`src/rtl/comparator_serial.sv`:
```
// rtl/comparator_serial.sv - MSB-first sliced magnitude comparator with early exit (optional signed mode via COMPARATOR_SIGNED_EN)
module comparator_serial #(
    parameter int WIDTH = 16,
    parameter int CHUNK = 4
) (
    input  logic             clk,
    input  logic             rst_n,
    input  logic             start,
    input  logic [WIDTH-1:0] a,
    input  logic [WIDTH-1:0] b,
    input  logic             signed_mode,
    output logic             busy,
    output logic             done,
    output logic             gt_out,
    output logic             eq_out,
    output logic             lt_out
);

    localparam int NSLICE = WIDTH / CHUNK;
    localparam int IDXW   = (NSLICE > 1) ? $clog2(NSLICE) : 1;
    localparam logic [IDXW-1:0]  LAST_IDX  = IDXW'(NSLICE - 1);
    localparam logic [CHUNK-1:0] SLICE_MSB = CHUNK'(1) << (CHUNK - 1);

    typedef enum logic {
        IDLE = 1'b0,
        RUN  = 1'b1
    } state_t;

    state_t           r_state;
    logic [WIDTH-1:0] r_a;
    logic [WIDTH-1:0] r_b;
    logic [IDXW-1:0]  r_idx;
    logic [31:0]      w_shamt;
    logic [WIDTH-1:0] w_a_shift;
    logic [WIDTH-1:0] w_b_shift;
    logic [CHUNK-1:0] w_sa;
    logic [CHUNK-1:0] w_sb;

`ifdef COMPARATOR_SIGNED_EN
    logic             r_sgn;
    logic             w_flip;
`else
    logic             w_unused_sgn;
    assign w_unused_sgn = signed_mode;
`endif

    // Bring the slice under examination down to the bottom CHUNK bits
    assign w_shamt   = 32'(r_idx) * 32'(CHUNK);
    assign w_a_shift = r_a >> w_shamt;
    assign w_b_shift = r_b >> w_shamt;

`ifdef COMPARATOR_SIGNED_EN
    // Offset-binary trick: flipping the sign bit on both operands turns a
    // two's-complement compare into an unsigned one on the top slice only
    assign w_flip = r_sgn && (r_idx == LAST_IDX);
    assign w_sa   = w_a_shift[CHUNK-1:0] ^ (w_flip ? SLICE_MSB : '0);
    assign w_sb   = w_b_shift[CHUNK-1:0] ^ (w_flip ? SLICE_MSB : '0);
`else
    assign w_sa   = w_a_shift[CHUNK-1:0];
    assign w_sb   = w_b_shift[CHUNK-1:0];
`endif

    // Control FSM: capture on start, scan slices MSB-first, register result on exit
    always_ff @(posedge clk or negedge rst_n) begin
        if (!rst_n) begin
            r_state <= IDLE;
            r_a     <= '0;
            r_b     <= '0;
            r_idx   <= '0;
            busy    <= 1'b0;
            done    <= 1'b0;
            gt_out  <= 1'b0;
            eq_out  <= 1'b0;
            lt_out  <= 1'b0;
`ifdef COMPARATOR_SIGNED_EN
            r_sgn   <= 1'b0;
`endif
        end else begin
            done <= 1'b0;
            case (r_state)
                IDLE: begin
                    if (start) begin
                        r_a     <= a;
                        r_b     <= b;
                        r_idx   <= LAST_IDX;
                        busy    <= 1'b1;
                        r_state <= RUN;
`ifdef COMPARATOR_SIGNED_EN
                        r_sgn   <= signed_mode;
`endif
                    end
                end
                RUN: begin
                    if (w_sa != w_sb) begin
                        gt_out  <= (w_sa > w_sb);
                        lt_out  <= (w_sa < w_sb);
                        eq_out  <= 1'b0;
                        done    <= 1'b1;
                        busy    <= 1'b0;
                        r_state <= IDLE;
                    end else if (r_idx == '0) begin
                        gt_out  <= 1'b0;
                        lt_out  <= 1'b0;
                        eq_out  <= 1'b1;
                        done    <= 1'b1;
                        busy    <= 1'b0;
                        r_state <= IDLE;
                    end else begin
                        r_idx   <= r_idx - 1'b1;
                    end
                end
                default: r_state <= IDLE;
            endcase
        end
    end

endmodule

```
`config.mk`:
```
export PLATFORM = sky130hd
export DESIGN_NAME = comparator_serial
export DESIGN_NICKNAME = d
export VERILOG_FILES = /design/src/rtl/comparator_serial.sv
export SDC_FILE = /design/constraint.sdc
export NUM_CORES = 1
export LEC_CHECK = 0
export ABC_AREA = 1
export CORE_MARGIN = 2
export CORE_UTILIZATION = 45
export DETAILED_ROUTE_END_ITERATION = 16
export GPL_TIMING_DRIVEN = 0
export PLACE_DENSITY_LB_ADDON = 0.1
export SYNTH_ARGS = -nofsm -noshare
export SYNTH_HDL_FRONTEND = slang
export SYNTH_SLANG_ARGS = --single-unit
```
`constraint.sdc`:
```
create_clock -name clk -period 6 [get_ports clk]
set_clock_uncertainty 0.2 [all_clocks]
set_input_delay 0.9 -clock clk [delete_from_list [all_inputs] [get_ports clk]]
set_output_delay 0.9 -clock clk [all_outputs]
set_load 0.02 [all_outputs]
```
# After elaboration in Yosys (flattened, before gate mapping)
# Index checks and enable logic that the tools add are counted.
[totals]
ff_bits = 40
wordCells = 45
[classes]
addsub = 1
n_lt_le_gt_ge = 2
n_eq_ne = 5
shifts = 2
mux = 19
bitwise_logic = 1
reduce_logical = 6
[op_table]
columns = ["op", "n"]
rows = [
  ["16-bit by 4-bit >> shifter with 4-bit output", 2],
  ["1-bit 2-to-1 mux", 13],
  ["2-bit 2-to-1 mux", 3],
  ["2-bit inequality test (second input constant)", 3],
  ["2-bit AND reduction", 3],
  ["4-bit greater-than comparator", 1],
  ["4-bit less-than comparator", 1],
  ["4-bit inequality test", 1],
  ["1-bit case mux with 2 select lines", 2],
  ["2-bit case mux with 2 select lines", 1],
  ["3-bit by 1-bit inequality test with 1-bit output (second input constant)", 1],
  ["3-bit AND reduction", 1],
  ["2-bit logical NOT", 1],
  ["2-bit nonzero test", 1],
  ["2-bit by 1-bit subtractor with 2-bit output (second input constant)", 1],
  ["1-bit NOT", 1],
]

# Longest topological paths before layout
# Gate-level depths: netlist of the first run.
[depth]
ltp_word = 4
ltp_mapped = 13

# Worst setup path before layout of the first run
# Ideal clock, no wire load.
[synth_timing]
path_kind = "reg2reg"
start = "register r_idx[0]"
end = "register gt_out"
setup_ns = 0.113
t_arrival_ns = 1.606
required_ns = 5.687
slack_ns = 4.081
path_stages_with_launch = 13
n_path_buf = 2
path_cell_list = "dfrtp_1 -> buf_4 -> inv_4 -> buf_6 -> nor2_1 -> o22a_1 -> ha_1 -> nand2_1 -> nor2_1 -> nor2_1 -> nand3_1 -> nand2_1 -> inv_1"
[synth_between]
elab_chain_cells = 4
elab_cells_between_ends = 8
[synth_lines]
columns = ["element", "line", "rtl"]
rows = [
  ["start: declaration", "32", "logic [IDXW-1:0] r_idx;"],
  ["start signal: assignment", "109", "r_idx <= r_idx - 1'b1;"],
  ["parallel branches: the longest is 4 deep, another holds 4-bit greater-than comparator", "--", ""],
  ["end signal: assignment", "95", "gt_out <= (w_sa > w_sb);"],
  ["end: declaration", "14", "output logic gt_out,"],
]
# Parallel ways; which one is timed is not known.
# A chain may end at the register's enable or synchronous reset.

# Worst setup path in the final report of the first run
[layout_timing]
start = "register gt_out"
end = "output gt_out"
# No word-level cell between the ends.

==> results of run 1 <==
==> synth_stat cells <==
master   count  share of area, %
buf_2        1              0.26
inv_1        4              0.78
nand3_1      4               1.0
inv_6        1              0.46
inv_4        1              0.33
nand2_2      6               2.0
o22ai_1      4               1.3
ha_1         5               3.3
nand2_1    109                21
a21oi_1      2              0.52
o21ai_0     16               4.2
nand2_8      1               1.0
dfrtp_1     40                52
o21ai_1      1              0.26
nor2_1      22               4.3
buf_6        6               3.5
o22a_1       4               1.8
inv_2        2              0.39
buf_4        3               1.2
==> state kept, by name, indices dropped and copies added (netlist names) <==
register / flops
r_idx: 2
lt_out: 1
r_a: 16
gt_out: 1
done: 1
r_state: 1
eq_out: 1
r_b: 16
busy: 1
==> power by group <==
part | total [mW] | switching (mW) | internal, mW | leakage [nW]
Clock | 0.171 | 0.0928 | 0.0787 | 0.0400
Combinational | 0.611 | 0.354 | 0.257 | 0.707
Sequential | 0.454 | 0.0647 | 0.389 | 0.491
Total | 1.24 | 0.512 | 0.724 | 1.24
==> layer usage <==
metal	up-vias	part of all wire, %	track usage, %
met2	34	46	29.49
met4	0	1.9	7.843
met5	-	0	0
li1	824	-	-
met1	723	48	24.43
met3	7	4.5	4.506
==> kinds of logic after synthesis <==
family                     share of synthesized area, %
buffers and inverters                             6.905
AOI/OAI and AO/OA                                 8.078
DFF                                               52.12
and+or+nand+nor                                   29.64
adders and majority gates                         3.257
==> cell type report <==
| class | instances | area (um^2) |
|---|---|---|
| Fill cell | 382 | 1608 |
| Sequential cell | 40 | 1001 |
| Multi-Input combinational cell | 174 | 787.0 |
| Timing Repair Buffer | 39 | 385.4 |
| Buffer | 10 | 95.09 |
| Clock buffer | 5 | 68.82 |
| Tap cell | 50 | 62.56 |
| Inverter | 8 | 37.54 |
| Clock inverter | 2 | 12.51 |
==> stage by stage <==
step                instance area, um^2  hold slack [ns]  cells
detailed placement                 2369           0.2639    321
global placement                   2374           0.2602    321
CTS                                2450           0.2855    328
floorplan                          1921           0.2436    232
finish                             2450           0.2795    328
global route                       2450           0.3034    328
==> worst paths after layout <==
path / startpoint / to / slack, ns / depth (start not counted)
min in group asynchronous: rst_n / r_a[15]$_DFFE_PN0P_ / 0.51 / 1
min: r_b[4]$_DFFE_PN0P_ / r_b[4]$_DFFE_PN0P_ / 0.28 / 2
max in group asynchronous: rst_n / gt_out$_DFFE_PN0P_ / 4.53 / 1
max reg2reg: r_idx[0]$_DFFE_PN0P_ / gt_out$_DFFE_PN0P_ / 3.82 / 12
min reg2reg: r_b[4]$_DFFE_PN0P_ / r_b[4]$_DFFE_PN0P_ / 0.28 / 2
max: gt_out$_DFFE_PN0P_ / gt_out / 3.64 / 1
==> run metrics, run 1 <==
run status=completed; Die Wd=69.33 um; Final Util=60.38%; Cells after Synth=232; Relative slew margins=42.12%; VDD IR max=206.4 uV; RSZ-0062 raised after global routing=false; CTS sink cnt=40; Avg Cell Area, Syn=8.278 um^2; first-pass GRT wire length=7024 um; IO Port Bufs=39; initial antenna violation count=0; Synth Warn #=0; Final setup viols=0; clk_lat worst skew=0.30 ns; wire length per cell=12.25 um; iteration-0 DRC count of the detailed router=115; Max-Cap Viols=0; Congestion Overflow GR=0; CP cell instances=clkdlybuf4s50_1; CTS Buf Count=5; Die ar.=4807 um^2; HPWL after DPL=2833 um; synthesized flop and latch total=40; Slowest-stage cell, CP=clkdlybuf4s50_1; vias in the first global route=1569; clk slew on worst S/H paths=0.07 ns; pin count of the biggest net entering global routing=41; Crit Path Max Fanout=2; share of layout cells above drive strength 1=10.43%; synth unique cells=19; Initial Util=47.33%; n_diodes=0; CTS resizes=0; I/O pins=41; row count=23; Critical Path Start Type=flip-flop; most frequent cells in the layout=nand2_1 (109), dfrtp_1 (40), clkdlybuf4s50_1 (38); Peak Freq=424.5 MHz; Top Family by Delay on Critical Path=buffers and inverters; period utilization=39.26%; Worst-Margin Slew=0.8681 ns; CP bufs+invs=1; DR vias=1588; CTS tree=built; Period minus WS final=2.355 ns; Power Dens Cells=504.7 nW/um^2; Post-CTS Hold Buffers=0; final max-slew violation count=0; sequential-to-total area share from yosys stat=52.12%; post-CTS setup buffers=0; Tot GR Track Use=18.61%; Mapped Area=1921 um^2; total power=1.236 mW; DRC=0; H-tree depth=2; Leak=1.237 nW; Clock Tree Root=clkbuf_8; core outline area=4058 um^2; Fin Setup TNS=0 ns; Routed Antenna Nets=0; drt total wl=4018 um; DR vias/cell=4.841; Critical Path RT=4.90 ns; DIE HEIGHT=69.33 um; area delta synth->final=27.56%; Place WS=3.774 ns; Syn Nets=273; Final WS setup=3.645 ns; GP Congestion=0.8237; DRT Pass-1 Iters=5; CP Class=reg2out; Max Root-Sink Buffers=2; max incr delay on CP=0.61 ns; Hold Path Class=reg2reg; commonest non-fill, non-tap cell in the layout=nand2_1; Hold Fails Final Rpt=0; WP data arrival=1.26 ns; Critical Path End Type=primary output; Final nets=319
No activity file was read; power rests on OpenSTA's default activity.
==> run 2: changes to the inputs <==
Clock period 6 ns to 2.5 ns, I/O delays scaled along.
==> results of run 2 <==
Same layout as run 1 (identical final DEF). Status: finished, violations left: negative hold slack.
Main changes from that run: setup slack after placement 3.774 ns -> 0.3396 ns; clock-pin slew on the worst setup and hold paths 0.07 ns -> 0.08 ns; setup slack after layout 3.645 ns -> 0.3172 ns; hold slack 0.2795 ns -> -0.01274 ns; number of hold violations in the final report 0 -> 14; start point of the critical path gt_out$_DFFE_PN0P_ -> r_idx[0]$_DFFE_PN0P_; end point of the critical path gt_out -> gt_out$_DFFE_PN0P_; register-to-register setup slack 3.82 ns -> 0.32 ns; total power 1.236 mW -> 2.967 mW; worst IR drop on VDD 206.4 uV -> 495.4 uV
==> run 3: changes to the inputs <==
Settings changed: CORE_UTILIZATION 45 to 50.
==> run 3 against run 2 <==
Effect of this change:
- the flow still finishes with violations (negative hold slack)
- clock power up 40%
- worst hold slack better by 0.0042 ns
- register-to-register slack got worse by 0.08 ns
- critical path depth unchanged
- non-clock buffer count did not move
- critical endpoint unchanged
- largest cell class unchanged
==> run metrics, run 3 (synthesis results as in run 1) <==
CTS resizes=0 (unchanged); Final WS setup=0.2411 ns (was 0.3172 ns); DRT Pass-1 Iters=4 (was 5); period utilization=90.36% (was 87.31%); commonest non-fill, non-tap cell in the layout=nand2_1 (unchanged); first-pass GRT wire length=7217 um (was 7024 um); HPWL after DPL=2767 um (was 2833 um); Critical Path End Type=flip-flop (unchanged); DRC=0 (unchanged); Final nets=319 (unchanged); iteration-0 DRC count of the detailed router=151 (was 115); Relative slew margins=41.73% (was 42.12%); DIE HEIGHT=65.98 um (was 69.33 um); pin count of the biggest net entering global routing=41 (unchanged); Peak Freq=442.7 MHz (was 458.1 MHz); Place WS=0.2943 ns (was 0.3396 ns); initial antenna violation count=0 (unchanged); Leak=1.262 nW (was 1.237 nW); Worst-Margin Slew=0.8740 ns (was 0.8681 ns); vias in the first global route=1584 (was 1569); DR vias/cell=4.933 (was 4.841); Hold Fails Final Rpt=10 (was 14); CP Class=reg2reg (unchanged); drt total wl=4127 um (was 4018 um); final max-slew violation count=0 (unchanged); post-CTS setup buffers=0 (unchanged); WP data arrival=2.25 ns (was 2.17 ns); Max-Cap Viols=0 (unchanged); Post-CTS Hold Buffers=0 (unchanged); VDD IR max=602.0 uV (was 495.4 uV); DR vias=1613 (was 1588); Hold WS=-0.008572 ns (was -0.01274 ns); Tot GR Track Use=22.21% (was 18.61%); biggest registers after layout=r_a (16), r_b (16), r_idx (2) (unchanged); Critical Path Start Type=flip-flop (unchanged); clk_lat worst skew=0.30 ns (about the same); Clock Tree Root=clkbuf_8 (unchanged); IO Port Bufs=39 (unchanged); n_diodes=0 (unchanged); CTS tree=built (unchanged); total power=3.148 mW (was 2.967 mW); core outline area=3689 um^2 (was 4058 um^2); GP Congestion=0.8227 (was 0.8237); H-tree depth=2 (unchanged); CTS sink cnt=40 (unchanged); Crit Path Max Fanout=10 (unchanged); row count=22 (was 23); Routed Antenna Nets=0 (unchanged); Final setup viols=0 (unchanged); Hold Path Class=in2async (unchanged); Die ar.=4353 um^2 (was 4807 um^2); Initial Util=52.07% (was 47.33%); run status=finished, violations left (unchanged); most frequent cells in the layout=nand2_1 (109), dfrtp_1 (40), clkdlybuf4s50_1 (38) (unchanged); CTS Buf Count=5 (unchanged); area delta synth->final=29.77% (was 27.56%); Die Wd=65.98 um (was 69.33 um); # fillers=341 (was 382); wire length per cell=12.62 um (was 12.25 um); clk slew on worst S/H paths=0.07 ns (was 0.08 ns); failing checks=negative hold slack (unchanged); Power Dens Cells=1263 nW/um^2 (was 1211 nW/um^2); Congestion Overflow GR=0 (unchanged); Max Root-Sink Buffers=2 (unchanged); Period minus WS final=2.259 ns (was 2.183 ns); share of layout cells above drive strength 1=10.75% (was 10.43%); Critical Path RT=2.49 ns (about the same); RSZ-0062 raised after global routing=false (unchanged); I/O pins=41 (unchanged)
[run 3: cell count changes in the layout (fill, tap and decap cells not counted), sizes merged]
cell      before  now
clkinv         1    0
bufinv         0    1
clkinvlp       1    0
clkbuf         5    7
[run 3: final timing paths]
kind / from / to / slack [ns] / cells past startpoint
setup reg to reg: r_idx[0]$_DFFE_PN0P_ / gt_out$_DFFE_PN0P_ / 0.24 / 12
setup / recovery: r_idx[0]$_DFFE_PN0P_ / gt_out$_DFFE_PN0P_ / 0.24 / 12
hold reg to reg: r_b[7]$_DFFE_PN0P_ / r_b[7]$_DFFE_PN0P_ / 0.28 / 2
min in group clk: r_b[7]$_DFFE_PN0P_ / r_b[7]$_DFFE_PN0P_ / 0.28 / 2
max in group asynchronous: rst_n / r_b[14]$_DFFE_PN0P_ / 1.56 / 1
hold / removal: rst_n / r_a[3]$_DFFE_PN0P_ / -0.009 / 1
[run 3: critical path: stages, from the launching register on]
cell and delay, ns:
dfrtp_1 0.36, buf_4 0.17, inv_4 0.10, buf_6 0.15, o21ai_0 0.09, o22ai_1 0.20, ha_1 0.28, nand2_1 0.12
nor2_1 0.08, nor2_1 0.16, nand3_1 0.13, nand2_1 0.08, inv_1 0.03
[run 3: per-layer routing]
layer	GRT usage, %	routed length (um)	vias to the layer above
li1	-	-	822
met3	7.666	189	8
met5	0	0	-
met1	28.13	1921	744
met4	6.888	63	0
met2	35.86	1953	39
[run 3: layout make-up]
| class | count | area, um^2 | area share, % |
|---|---|---|---|
| Clock inverter | 1 | 30.03 | 1.205 |
| Inverter | 8 | 37.54 | 1.506 |
| Timing Repair Buffer | 39 | 385.4 | 15.46 |
| Sequential cell | 40 | 1001 | 40.16 |
| Clock buffer | 7 | 96.34 | 3.865 |
| Tap cell | 48 | 60.06 | 2.410 |
| Multi-Input combinational cell | 174 | 787.0 | 31.58 |
| Buffer | 10 | 95.09 | 3.815 |
[run 3: where the power goes]
| group | internal (mW) | total [mW] | switching (mW) | leakage (nW) |
|---|---|---|---|---|
| clock network | 0.352 | 0.575 | 0.223 | 0.0645 |
| logic | 0.617 | 1.49 | 0.868 | 0.707 |
| registers | 0.933 | 1.09 | 0.155 | 0.491 |
[run 3: stage by stage]
stage	setup TNS, ns	hold WS [ns]	util, %	std cells	cell area (um^2)
CTS	0	0.02476	67.57	327	2492
global placement	-4.488	0.2614	64.28	319	2371
finish	0	-0.008572	67.57	327	2492
floorplan	0	-0.1206	-	232	1921
global route	0	0.05264	67.57	327	2492
detailed placement	0	0.2597	64.15	319	2366
